$ cat config.mk
export PLATFORM = sky130hd
export DESIGN_NAME = risc_datapath
export DESIGN_NICKNAME = d
export VERILOG_FILES = /design/src/rtl/risc_datapath.sv
export SDC_FILE = /design/constraint.sdc
export NUM_CORES = 1
export LEC_CHECK = 0
export ABC_AREA = 1
export ABC_CLOCK_PERIOD_IN_PS = 2300
export CAP_MARGIN = 20
export CORE_MARGIN = 2
export CORE_UTILIZATION = 54
export CTS_CLUSTER_SIZE = 10
export DETAILED_ROUTE_END_ITERATION = 12
export PLACE_DENSITY = 0.87
export SYNTH_ARGS = -nofsm -noshare
export SYNTH_HDL_FRONTEND = slang
export SYNTH_SLANG_ARGS = --single-unit
export TNS_END_PERCENT = 50
$ cat constraint.sdc
create_clock -name clk -period 2.3 [get_ports clk]
set_input_delay 0.46 -clock clk [delete_from_list [all_inputs] [get_ports clk]]
set_output_delay 0.46 -clock clk [all_outputs]
set_load 0.02 [all_outputs]
$ cat src/rtl/risc_datapath.sv
// VeriRisc datapath: PC, IR, accumulator, ALU, address mux and memory-bus drive,
// plus the 3-bit phase counter that sequences the controller.
module risc_datapath #(
    parameter int DATA_W = 8,
    parameter int ADDR_W = 5
) (
    input  logic              clk,
    input  logic              rst,
    input  logic              sel,
    input  logic              rd,
    input  logic              ld_ir,
    input  logic              halt,
    input  logic              inc_pc,
    input  logic              ld_ac,
    input  logic              wr,
    input  logic              ld_pc,
    input  logic              data_e,
    input  logic [DATA_W-1:0] mem_data_in,
    output logic [ADDR_W-1:0] mem_addr,
    output logic [DATA_W-1:0] mem_data_out,
    output logic              mem_rd,
    output logic              mem_wr,
    output logic [2:0]        opcode,
    output logic              zero,
    output logic [2:0]        phase
);

    typedef enum logic [2:0] {
        OP_HLT = 3'd0,
        OP_SKZ = 3'd1,
        OP_ADD = 3'd2,
        OP_AND = 3'd3,
        OP_XOR = 3'd4,
        OP_LDA = 3'd5,
        OP_STO = 3'd6,
        OP_JMP = 3'd7
    } opcode_t;

    logic [ADDR_W-1:0] r_pc;
    logic [DATA_W-1:0] r_ir;
    logic [DATA_W-1:0] r_ac;
    logic [2:0]        r_phase;

    logic [2:0]        w_opcode;
    logic [ADDR_W-1:0] w_operand;
    logic [DATA_W-1:0] w_alu;

    assign w_opcode  = r_ir[DATA_W-1:ADDR_W];
    assign w_operand = r_ir[ADDR_W-1:0];

    // The ALU decodes the opcode already held in IR, so a simultaneous
    // ld_ir/ld_ac feeds the accumulator the result for the old instruction.
    always_comb begin
        w_alu = r_ac;
        case (w_opcode)
            OP_ADD:  w_alu = r_ac + mem_data_in;
            OP_AND:  w_alu = r_ac & mem_data_in;
            OP_XOR:  w_alu = r_ac ^ mem_data_in;
            OP_LDA:  w_alu = mem_data_in;
            default: w_alu = r_ac;
        endcase
    end

    always_ff @(posedge clk) begin
        if (!rst) begin
            r_pc    <= '0;
            r_ir    <= '0;
            r_ac    <= '0;
            r_phase <= '0;
        end else begin
            if (!halt) begin
                r_phase <= r_phase + 3'd1;
            end
            // A jump outranks the sequential increment.
            if (ld_pc) begin
                r_pc <= w_operand;
            end else if (inc_pc) begin
                r_pc <= r_pc + ADDR_W'(1);
            end
            if (ld_ir) begin
                r_ir <= mem_data_in;
            end
            if (ld_ac) begin
                r_ac <= w_alu;
            end
        end
    end

    assign mem_addr     = sel ? r_pc : w_operand;
    assign mem_data_out = data_e ? r_ac : '0;
    assign mem_rd       = rd;
    assign mem_wr       = wr;
    assign opcode       = w_opcode;
    assign zero         = (r_ac == '0);
    assign phase        = r_phase;

endmodule

==> results of run 1 <==
per-layer routing:
metal | up-vias | share of wire (%) | global-route usage [%]
met4 | 0 | 2.4 | 10.56
met2 | 52 | 49 | 41.63
li1 | 910 | - | -
met1 | 808 | 44 | 28.38
met3 | 11 | 4.5 | 2.345
met5 | - | 0 | 0
critical path: cells and delay by family:
| family | cells | cell delay, ns |
|---|---|---|
| buf+inv | 2 | 0.87 |
| mux | 1 | 0.37 |
logic make-up (layout without fill, tap and decap cells):
logic type,count (synthesis),in the layout
simple gates,114,114
buf+inv,59,92
compound gates,51,51
flops,24,24
fa+ha+maj,11,11
xor+xnor,3,3
mux,3,3
worst max path at each step:
| stage | to | cells after the start |
|---|---|---|
| 6_report | mem_addr[3] | 3 |
| 4_1_cts | mem_addr[3] | 3 |
| 2_1_floorplan | r_ac[6] | 11 |
| 5_1_grt | mem_addr[3] | 3 |
| 3_5_place_dp | mem_addr[3] | 3 |
| 3_3_place_gp | mem_addr[2] | 3 |
stage by stage:
step	setup TNS, ns	std cells	cell area [sq um]
3_5_place_dp	-0.5102	338	2107
5_1_grt	0	342	2156
6_report	0	342	2156
2_1_floorplan	0	265	1729
4_1_cts	0	342	2156
3_3_place_gp	-0.3057	338	2107
power groups by stage:
stage               sequential (mW)  combinational, mW  clock [mW]
floorplan                     0.483              0.244           0
detailed placement            0.486              0.364           0
global route                  0.482              0.401       0.339
finish                        0.477              0.363       0.313
CTS                           0.477              0.362       0.315
global placement              0.486              0.355           0
final cells by class:
type                       instances  area share [%]
clock buffer                       3           1.045
inverter                          48           8.358
multi-input combinational        182           46.43
sequential                        24           22.29
clock inverter                     1           1.393
timing repair buffer              40           17.93
tap                               44           2.554
timing repair:
item                                    CTS  global route
gates resized for setup                   3             0
hold buffers                              0             0
endpoints found under the setup margin   13             0
cells in the final DEF (no fill, tap or decap), types with 3 or more instances in the layout:
cell type	netlist	final
a21oi_1	24	24
buf_4	5	4
clkbuf_4	0	3
clkdlybuf4s50_1	0	33
dfxtp_1	24	24
dlygate4sd2_1	0	3
ha_1	10	10
inv_1	42	42
inv_2	6	6
mux2_2	3	3
nand2_1	57	57
nand3_1	19	19
nor2_1	18	18
nor2_4	3	3
o21ai_0	13	13
o21ai_1	9	9
xor2_1	3	3
registers in the layout (all words and copies together) (netlist names):
register  cells
r_pc          5
r_ir          8
r_ac          8
phase         3
==> flow_metrics.py, run 1 <==
metrics = {
    "outcome": {
        "status": "finished, final reports clean",
    },
    "sta": {
        "hold_slack_ns": 0.4960,
        "worst_pin_slew_ns": 0.3275,
        "timing.final.hold_violations": 0,
        "setup_viol": 0,
        "max-slew-margin-rel_pct": 78.10,
        "rsz0062_at_grt": "false",
        "setup_ws_ns": 0.1330,
        "finalCritPeriodShare_pct": 94.22,
        "slew_violations": 0,
        "fmax_mhz": 461.5,
        "fin_crit_ns": 2.167,
        "worst_clock_skew_ns": 0.003623,
    },
    "cells_and_area": {
        "fillers": 270,
        "nNetsFinal": 329,
        "area_growth_pct": 24.67,
        "n_antenna_cell": 0,
        "register_area_sq_um": 480.5,
        "multi_input_area_sq_mm": 0.001001,
        "drive_above_1_share_pct": 9.396,
        "fin_util_pct": 70.61,
    },
    "min_path": {
        "hold_path_depth": 2,
        "hp-class": "flip-flop to flip-flop",
        "min-delay-start": "r_pc[4]",
        "hold_end": "r_pc[4]",
    },
    "grt": {
        "grt_pass1_wl_mm": 6.582,
        "overflow": 0,
        "grt_usage_pct": 23.41,
        "grt_max_degree": 15,
        "grt_pass1_vias": 1600,
        "antenna_found_initial": 0,
    },
    "setup_path": {
        "crit_type": "input pin to output pin",
        "path_cells": "dlygate4sd2_1, mux2_2, clkdlybuf4s50_1",
        "slowest_stage": "clkdlybuf4s50_1",
        "crit_fanout": 7,
        "critPathMaxStageDelay_ns": 0.53,
        "cp-start-kind": "input pin",
        "crit_start": "sel",
        "worstPathRequired_ns": 1.84,
        "r2r-end": "r_ac[6]",
        "timing.rr.start": "r_ac[0]",
        "r2r_slack_ns": 0.55,
        "worst_r2r_path_depth": 11,
        "end_kind": "output pin",
        "cp.arrival_ns": 1.71,
    },
    "drt": {
        "vias": 1781,
        "drtIter0Drc": 131,
        "routedWlPerCell_um": 11.76,
        "drt_wl_total_mm": 4.021,
        "ant_nets": 0,
        "firstDrtPassIters": 4,
        "drcViolationCount": 0,
        "vias_per_cell": 5.208,
    },
    "power_and_ir_drop": {
        "power.clock.fraction_pct": 27.1,
        "power_leakage_nw": 1.076,
        "p_seq_share_pct": 41.4,
        "powerDensity_mw_per_mm2": 535.1,
        "ir_worst_vdd_v": 0.0003104,
        "p_sw_share_pct": 32.19,
        "total_power_mw": 1.154,
        "p_comb_share_pct": 31.5,
        "internal-power_mw": 0.7822,
        "switching_power_mw": 0.3713,
    },
    "synth": {
        "synth_xor_area_share_pct": 1.520,
        "yosys_most_used_dff": "dfxtp_1",
        "ys_seq_area_share_pct": 27.79,
        "synth_area_leader_cell": "dfxtp_1",
        "synth_edf_count": 0,
        "yosysWarningCount": 0,
        "synth_mux_area_share_pct": 1.954,
        "yosysTopAreaCellShare_pct": 27.79,
        "syn-num-nets": 295,
        "async_flop_share_pct": 0,
        "synth_cell_types": 32,
        "synth_area_leaders": "dfxtp_1 28%, nand2_1 12%, inv_1 9.1%, ha_1 7.2%, a21oi_1 6.9%",
        "synthSimpleGateAreaFrac_pct": 30.54,
        "synth_compound_area_share_pct": 15.48,
        "synth-seq-cells": 24,
        "syn_area_sq_mm": 0.001729,
        "synth_common_cells": "57 x nand2_1, 42 x inv_1, 24 x a21oi_1, 24 x dfxtp_1, 19 x nand3_1",
        "synth_fa_ha_area_share_pct": 8.394,
        "synth_top_family_by_area": "simple AND/OR/NAND/NOR gates",
        "yosysMostFrequentCell": "nand2_1",
        "avgSynthCellArea_sq_um": 6.525,
        "syn_inst": 265,
    },
    "clock_network": {
        "clock_sinks": 24,
        "clockBufferDepth": 2,
        "path_clk_slew_ns": 0.13,
        "cts-root-buf": "clkbuf_4",
        "postCtsSetupBuffers": 0,
        "cts_tree": "done",
        "insertion_delay_ns": 0.33,
        "h-tree-depth": 1,
        "cts_made_buffers": 3,
    },
    "place": {
        "dp_slack_ns": -0.1441,
        "port_buffers": 36,
        "dp_hpwl_mm": 3.134,
        "gp_congestion": 0.9462,
    },
    "floorplanning": {
        "io_pins": 41,
        "die_x_um": 60.59,
        "dieArea_sq_mm": 0.003671,
        "die_y_um": 60.59,
        "core_region_area_sq_mm": 0.003053,
        "initial_core_util_pct": 56.64,
        "num_rows": 20,
    },
    "job": {
        "cap_violations": 0,
    },
}
(Power assumes the default switching activity.)
==> run 2, diff against run 1 <==
--- a/config.mk
+++ b/config.mk
@@ -7,9 +7,9 @@
 export LEC_CHECK = 0
 export ABC_AREA = 1
 export ABC_CLOCK_PERIOD_IN_PS = 2300
-export CAP_MARGIN = 20
 export CORE_MARGIN = 2
 export CORE_UTILIZATION = 54
+export CTS_BUF_LIST = sky130_fd_sc_hd__clkbuf_16
 export CTS_CLUSTER_SIZE = 10
 export DETAILED_ROUTE_END_ITERATION = 12
 export PLACE_DENSITY = 0.87
==> run 2 against run 1 <==
Combinational power grew 2%. Worst hold slack lost 0.0099 ns. Non-clock buffer count is the same. Global-route usage grew 1.7 points. Total power grew 17%. Sequential share of layout area shrank 0.57 points. Fmax grew 0.28%. Critical path depth is the same. Clock power grew 61%. Die area is the same. Clock skew grew 0.0026 ns. Register-to-register slack lost 0.02 ns. Critical endpoint unchanged.
==> flow_metrics.py, run 2 (synthesis gave the netlist of run 1 again) <==
metrics = {
    "job": {
        "cap_violations": 0,
    },
    "power_and_ir_drop": {
        "powerDensity_mw_per_mm2": 610.5,
        "switching_power_mw": 0.3959,
        "power_leakage_nw": 1.108,
        "p_sw_share_pct": 29.31,
        "p_comb_share_pct": 27.3,
        "internal-power_mw": 0.9546,
        "p_seq_share_pct": 35.4,
        "ir_worst_vdd_v": 0.0002904,
        "power.clock.fraction_pct": 37.3,
        "total_power_mw": 1.350,
    },
    "setup_path": {
        "cp-start-kind": "input pin",
        "slowest_stage": "clkdlybuf4s50_1",
        "critPathMaxStageDelay_ns": 0.53,
        "timing.rr.start": "r_ac[0]",
        "crit_start": "sel",
        "cp.arrival_ns": 1.70,
        "worstPathRequired_ns": 1.84,
        "crit_fanout": 7,
        "crit_type": "input pin to output pin",
        "path_cells": "dlygate4sd2_1, mux2_2, clkdlybuf4s50_1",
        "end_kind": "output pin",
    },
    "drt": {
        "ant_nets": 0,
        "vias": 1800,
        "firstDrtPassIters": 4,
        "drt_wl_total_mm": 4.284,
        "drtIter0Drc": 134,
        "drcViolationCount": 0,
        "routedWlPerCell_um": 12.53,
        "vias_per_cell": 5.263,
    },
    "cells_and_area": {
        "reg_top3": "r_ac (8), r_ir (8), r_pc (5)",
        "drive_above_1_share_pct": 9.396,
        "instances_no_fill": 342,
        "stdcell_area_sq_mm": 0.002212,
        "nNetsFinal": 329,
        "final_cell_mix": "57 x nand2_1, 42 x inv_1, 33 x clkdlybuf4s50_1",
        "n_antenna_cell": 0,
        "final_common_cell": "nand2_1",
        "area_growth_pct": 27.93,
    },
    "sta": {
        "fmax_mhz": 462.7,
        "max-slew-margin-rel_pct": 77.66,
        "finalCritPeriodShare_pct": 93.96,
        "hold_slack_ns": 0.4860,
        "worst_pin_slew_ns": 0.3340,
        "setup_ws_ns": 0.1390,
        "rsz0062_at_grt": "false",
        "timing.final.hold_violations": 0,
        "fin_crit_ns": 2.161,
        "slew_violations": 0,
        "setup_viol": 0,
        "worst_clock_skew_ns": 0.006236,
    },
    "place": {
        "dp_cells": 338,
        "port_buffers": 36,
        "dp_slack_ns": -0.1441,
        "dp_hpwl_mm": 3.134,
        "gp_congestion": 0.9462,
        "postPlaceCellArea_sq_mm": 0.002107,
    },
    "floorplanning": {
        "num_rows": 20,
        "initial_core_util_pct": 56.64,
        "core_region_area_sq_mm": 0.003053,
        "io_pins": 41,
        "dieArea_sq_mm": 0.003671,
        "die_y_um": 60.59,
        "die_x_um": 60.59,
    },
    "clock_network": {
        "hold_buffers": 0,
        "path_clk_slew_ns": 0.07,
        "cts-root-buf": "clkbuf_16",
        "clockBufferDepth": 2,
        "cts_made_buffers": 3,
        "cts_tree": "done",
        "insertion_delay_ns": 0.26,
        "clock_sinks": 24,
        "postCtsSetupBuffers": 0,
        "h-tree-depth": 1,
    },
    "grt": {
        "grt_pass1_vias": 1668,
        "grt_pass1_wl_mm": 7.017,
        "grt_usage_pct": 25.14,
        "overflow": 0,
        "antenna_found_initial": 0,
        "grt_max_degree": 15,
    },
    "min_path": {
        "hp-class": "flip-flop to flip-flop",
        "min-delay-start": "r_pc[4]",
    },
    "outcome": {
        "status": "finished, final reports clean",
    },
}
==> run 2: layout make-up <==
class	count	area [sq um]
Tap cell	44	55.05
Sequential cell	24	480.5
Clock inverter	1	30.03
Fill cell	259	840.8
Multi-Input combinational cell	182	1001
Clock buffer	3	75.07
Timing Repair Buffer	40	390.4
Inverter	48	180.2
==> run 2: repair_timing <==
item,CTS,global route
resized for setup,2,1
setup endpoints to repair,12,1
cloned,0,0
pin swaps,0,0
==> run 2: metal layers <==
layer | wire length (um) | track usage, %
met1 | 1836 | 29.49
met2 | 2166 | 45.93
met3 | 204 | 2.559
met4 | 77 | 11.18
met5 | 0 | 0
==> run 2: critical path, delay by kind of cell <==
kind     cells  cell delay [ns]
mux          1             0.37
buf+inv      2             0.87
==> run 2: power groups by stage <==
stage               sequential [mW]  combinational, mW  clock, mW
floorplan                     0.483              0.244          0
global placement              0.486              0.355          0
detailed placement            0.486              0.364          0
CTS                           0.477              0.368      0.499
global route                  0.482              0.406      0.522
finish                        0.478              0.369      0.504
==> run 2: worst paths after layout <==
check                end  slack (ns)  depth (start not counted)
min              r_pc[4]        0.49                          2
max          mem_addr[3]        0.14                          3
max reg2reg      r_ac[6]        0.53                         11
min reg2reg      r_pc[4]        0.49                          2
==> run 2: metrics by stage <==
stage	util, %	TNS, ns
after floorplan	-	0
after global placement	69.02	-0.3057
after detailed placement	69.02	-0.5102
after CTS	72.38	0
after global routing	72.46	0
final	72.46	0
==> run 3, diff against run 2 <==
--- a/config.mk
+++ b/config.mk
@@ -10,8 +10,9 @@
 export CORE_MARGIN = 2
 export CORE_UTILIZATION = 54
 export CTS_BUF_LIST = sky130_fd_sc_hd__clkbuf_16
-export CTS_CLUSTER_SIZE = 10
+export CTS_CLUSTER_SIZE = 16
 export DETAILED_ROUTE_END_ITERATION = 12
+export GPL_TIMING_DRIVEN = 1
 export PLACE_DENSITY = 0.87
 export SYNTH_ARGS = -nofsm -noshare
 export SYNTH_HDL_FRONTEND = slang
==> results of run 3 <==
No change in the layout: final DEF, timing and power equal those of run 2.
